--- config.mk ---
export PLATFORM = sky130hd
export DESIGN_NAME = dct_col_stream
export DESIGN_NICKNAME = d
export VERILOG_FILES = /design/src/rtl/dct_col_stream.sv
export SDC_FILE = /design/constraint.sdc
export NUM_CORES = 2
export LEC_CHECK = 0
export CAP_MARGIN = 20
export CORE_AREA = 4 4 286 358
export CTS_CLUSTER_DIAMETER = 150
export DETAILED_ROUTE_END_ITERATION = 10
export DIE_AREA = 0 0 290 362
export MAX_ROUTING_LAYER = met4
export PLACE_DENSITY = 0.72
export SLEW_MARGIN = 20
export SYNTH_ARGS = -nofsm -noshare
export SYNTH_HDL_FRONTEND = slang
export SYNTH_SLANG_ARGS = --single-unit
--- constraint.sdc ---
create_clock -name clk -period 28.6 [get_ports clk]
set_input_delay 7.15 -clock clk [delete_from_list [all_inputs] [get_ports clk]]
set_output_delay 7.15 -clock clk [all_outputs]
set_load 0.03 [all_outputs]
--- src/rtl/dct_col_stream.sv ---
// Streaming 8-point forward DCT on one column per cycle, three register stages
// (butterfly, multiply, accumulate/round) under a single valid/ready enable.
module dct_col_stream #(
  parameter int SIZE        = 8,
  parameter int APPROX_BITS = 0,
  parameter int SIZE_MULT   = SIZE + 6,
  parameter int SIZE_OUT    = SIZE + 10
) (
  input  logic                  clk,
  input  logic                  rst,
  input  logic                  in_valid,
  output logic                  in_ready,
  input  logic [7:0][SIZE-1:0]  data_in,
  input  logic                  approx_en,
  output logic                  out_valid,
  input  logic                  out_ready,
  output logic [7:0][SIZE+2:0]  data_out,
  output logic [2:0]            col_idx,
  output logic                  out_last
);

  localparam int YW = SIZE + 3;
  localparam logic [SIZE-1:0] KEEP_MASK = {SIZE{1'b1}} << APPROX_BITS;
  localparam logic signed [SIZE_OUT-1:0] Y_MAX = (SIZE_OUT'(1) <<< (SIZE + 2)) - SIZE_OUT'(1);
  localparam logic signed [SIZE_OUT-1:0] Y_MIN = ~Y_MAX;

  // Odd (2n+1)*k never lands on 0 or 16 for k in 1..7, so every coefficient fits 6 signed bits.
  function automatic int coef(input int k, input int n);
    int m;
    int mag;
    int neg;
    if (k == 0) return 23;
    m   = ((2 * n + 1) * k) % 32;
    neg = 0;
    if (m > 16) m = 32 - m;
    if (m > 8) begin
      m   = 16 - m;
      neg = 1;
    end
    case (m)
      0:       mag = 32;
      1:       mag = 31;
      2:       mag = 30;
      3:       mag = 27;
      4:       mag = 23;
      5:       mag = 18;
      6:       mag = 12;
      7:       mag = 6;
      default: mag = 0;
    endcase
    return (neg != 0) ? -mag : mag;
  endfunction

  logic                        w_en;
  logic                        r_v1, r_v2, r_v3;
  logic signed [SIZE-1:0]      w_x [8];
  logic signed [SIZE:0]        w_s [4];
  logic signed [SIZE:0]        w_d [4];
  logic signed [SIZE:0]        r_s [4];
  logic signed [SIZE:0]        r_d [4];
  logic signed [SIZE_MULT-1:0] w_p [8][4];
  logic signed [SIZE_MULT-1:0] r_p [8][4];
  logic signed [YW-1:0]        w_y [8];
  logic [7:0][YW-1:0]          r_y;
  logic [2:0]                  r_col;

  assign w_en      = !r_v3 || out_ready;
  assign in_ready  = w_en;
  assign out_valid = r_v3;
  assign data_out  = r_y;
  assign col_idx   = r_col;
  assign out_last  = r_v3 && (r_col == 3'd7);

  genvar gi, gj;
  generate
    for (gi = 0; gi < 8; gi++) begin : g_in
      assign w_x[gi] = approx_en ? $signed(data_in[gi] & KEEP_MASK) : $signed(data_in[gi]);
    end

    for (gi = 0; gi < 4; gi++) begin : g_bfly
      assign w_s[gi] = (SIZE+1)'(w_x[gi]) + (SIZE+1)'(w_x[7-gi]);
      assign w_d[gi] = (SIZE+1)'(w_x[gi]) - (SIZE+1)'(w_x[7-gi]);
    end

    // Even rows are symmetric about the centre and use sums; odd rows are antisymmetric and use differences.
    for (gi = 0; gi < 8; gi++) begin : g_row
      for (gj = 0; gj < 4; gj++) begin : g_tap
        localparam logic signed [5:0] C = 6'(coef(gi, gj));
        if (gi % 2 == 0) begin : g_even
          assign w_p[gi][gj] = SIZE_MULT'(r_s[gj]) * SIZE_MULT'(C);
        end else begin : g_odd
          assign w_p[gi][gj] = SIZE_MULT'(r_d[gj]) * SIZE_MULT'(C);
        end
      end
    end

    for (gi = 0; gi < 8; gi++) begin : g_out
      logic signed [SIZE_OUT-1:0] w_sum;
      logic signed [SIZE_OUT-1:0] w_rnd;
      assign w_sum = SIZE_OUT'(r_p[gi][0]) + SIZE_OUT'(r_p[gi][1])
                   + SIZE_OUT'(r_p[gi][2]) + SIZE_OUT'(r_p[gi][3]);
      assign w_rnd = (w_sum + SIZE_OUT'(32)) >>> 6;
      assign w_y[gi] = (w_rnd > Y_MAX) ? Y_MAX[YW-1:0] :
                       (w_rnd < Y_MIN) ? Y_MIN[YW-1:0] : w_rnd[YW-1:0];
    end
  endgenerate

  always_ff @(posedge clk) begin
    if (w_en) begin
      r_s <= w_s;
      r_d <= w_d;
      r_p <= w_p;
    end
  end

  always_ff @(posedge clk) begin
    if (!rst) begin
      r_v1  <= 1'b0;
      r_v2  <= 1'b0;
      r_v3  <= 1'b0;
      r_y   <= '0;
      r_col <= 3'd0;
    end else begin
      if (w_en) begin
        r_v1 <= in_valid;
        r_v2 <= r_v1;
        r_v3 <= r_v2;
        for (int k = 0; k < 8; k++) r_y[k] <= w_y[k];
      end
      if (r_v3 && out_ready) r_col <= r_col + 3'd1;
    end
  end

endmodule

==> flow_summary.yaml <==
layout:
  final_util: 0.547
  diodes: 0
  nets: 6167
  finalInstanceArea_um2: 54000
  area_delta_synth_final_pct: 10.2
  regArea_um2: 14400
  layout-drive-gt1-share: 0.0287
  multi_input_area_um2: 30200
  n_fill_cell: 8455
synth:
  ys_top_cells_by_area: "edfxtp_1 25%, ha_1 22%, fa_1 18%, inv_1 8.8%, xnor2_1 5.0%"
  yosysTopAreaCell: "edfxtp_1"
  synth.distinct_cells: 76
  synth_edf_count: 416
  async_flop_share: 0
  yosysMostFrequentCell: "inv_1"
  synth_top_area_share: 0.255
  mappedNetlistNets: 5974
  yosys_most_used_dff: "edfxtp_1"
  yosysWarnings: 0
  synthCells: 4609
  synth_commonest_cells: "1148 x inv_1, 846 x ha_1, 450 x fa_1"
  synth_area_um2: 49000
  synth.avg_cell_area_um2: 10.6
  synth_seq_area_share: 0.293
  ys_ff_latch: 510
cts:
  clk_pin_slew_ns: 0.07
  cts_max_level: 2
  cts-root-buf: "clkbuf_16"
  clockBufferDepth: 3
  cts_tree: "yes"
  cts_buffers: 53
  insertion_delay_ns: 0.63
  post_cts_resized: 0
  hold_buffers: 0
  cts.sinks: 510
  post-cts-setup-buffers: 0
placement:
  hpwlAfterDp_um: 92200
  routabilityCongestion: 0.942
  placed_area_um2: 52200
  portBuffers: 161
route:
  route.detailed.drc: 0
  ant_nets: 0
  first_pass_iters: 5
  vias: 31611
  wl_per_cell_um: 18.0
  drtIter0Drc: 1826
  vias_per_cell: 5.14
  wl_um: 111000
sta:
  setup_tns_ns: 0
  tightest_slew_ns: 1.02
  drv_slew: 0
  setup_violations: 0
  finClkSkew_ns: 0.0297
  rsz0062_at_grt: "false"
  post-route-period-util: 0.585
  max_freq_ghz: 0.0598
  max_slew_margin: 0.323
  hold_violations: 0
  period_needed_ns: 16.73
floorplan:
  rows: 129
  pin_count: 163
  initial_utilization: 0.496
  dieWidth_um: 290
  die_h_um: 362
  coreArea_um2: 98800
  die_area_um2: 105000
global_routing:
  grt_pass1_vias: 32598
  grt_pass1_wl_um: 176000
  grt_max_degree: 104
  grt_overflow_total: 0
  grt.total_usage: 0.219
  antenna_found_initial: 0
setup_path:
  cp.arrival_ns: 9.58
  cp_max_fo: 103
  cp-start-kind: "input pin"
  crit_type: "in -> out"
  required_ns: 21.45
  crit_path_end_kind: "output port"
run_status:
  status: "completed"
worst_hold_path:
  min_path_type: "reg -> reg"
run:
  cap_violations: 0
[metrics by stage]
step / hold slack (ns) / cells / worst slack (ns)
after floorplan: 0.432 / 4609 / 2.26
after global placement: 0.428 / 6056 / 11.94
after detailed placement: 0.432 / 6056 / 11.91
after CTS: 0.441 / 6154 / 11.89
after global routing: 0.466 / 6155 / 11.73
final: 0.440 / 6155 / 11.87
[area by class of cell]
type	instances	area share
Sequential cell	510	0.266
Inverter	1149	0.0800
Clock buffer	64	0.0257
Multi-Input combinational cell	2909	0.558
Timing Repair Buffer	179	0.0322
Tap cell	1310	0.0304
Clock inverter	34	0.00711
[cells by family (layout without fill, tap and decap cells)]
logic type	Yosys count	in the layout	synth area share
AOI/OAI and AO/OA	810	810	0.101
xor gates and xnor gates	395	395	0.0713
adders and majority gates	1317	1317	0.404
buffers and inverters	1190	1426	0.0914
DFF	510	510	0.293
muxes	14	14	0.00301
and+or+nand+nor	373	373	0.0356
[path summary, 6_finish.rpt]
kind         slack, ns            to  cells past startpoint          from
max              11.87      in_ready                      5     out_ready
min               0.44  data_out[47]                      2  data_out[47]
max reg2reg      23.66      r_p[260]                      7     out_valid
min reg2reg       0.44  data_out[47]                      2  data_out[47]
[flip-flops by register name, summed over array words and instances (netlist names)]
| signal | flops |
|---|---|
| r_s | 36 |
| data_out | 88 |
| r_d | 32 |
| out_valid | 1 |
| r_v2 | 1 |
| r_v1 | 1 |
| col_idx | 3 |
| r_p | 348 |
[layer usage]
metal | routed length, um | vias to the layer above | track usage
met4 | 3570 | 0 | 0.0650
met2 | 51000 | 740 | 0.349
li1 | - | 15438 | -
met5 | 0 | - | -
met1 | 50000 | 15262 | 0.291
met3 | 6390 | 171 | 0.0360
[worst max-delay path, stage by stage]
cell and delay (ns):
clkdlybuf4s50_1 0.58, nor2b_4 0.05, buf_4 0.31, inv_8 0.53, clkdlybuf4s50_1 0.80
[cells in the final DEF, fill, tap and decap left out, types with 13 or more instances in the layout]
| cell type | count |
|---|---|
| maj3_1 | 21 |
| edfxtp_1 | 416 |
| nor3_1 | 18 |
| nor2_1 | 137 |
| inv_1 | 1148 |
| xnor2_1 | 280 |
| o21ai_0 | 144 |
| a21o_1 | 68 |
| o21ai_1 | 13 |
| fa_1 | 450 |
| dfxtp_1 | 94 |
| nor2b_1 | 19 |
| ha_1 | 846 |
| nand2b_1 | 20 |
| clkbuf_16 | 54 |
| nand2_1 | 90 |
| nand3_1 | 26 |
| o21bai_1 | 126 |
| xor2_1 | 112 |
| a31oi_1 | 18 |
| clkdlybuf4s50_1 | 160 |
| a21oi_1 | 351 |
| buf_4 | 17 |
| and3_1 | 16 |
Power is not shown: default switching activity piles up to over one toggle a cycle in this logic, so the estimate is an artifact.
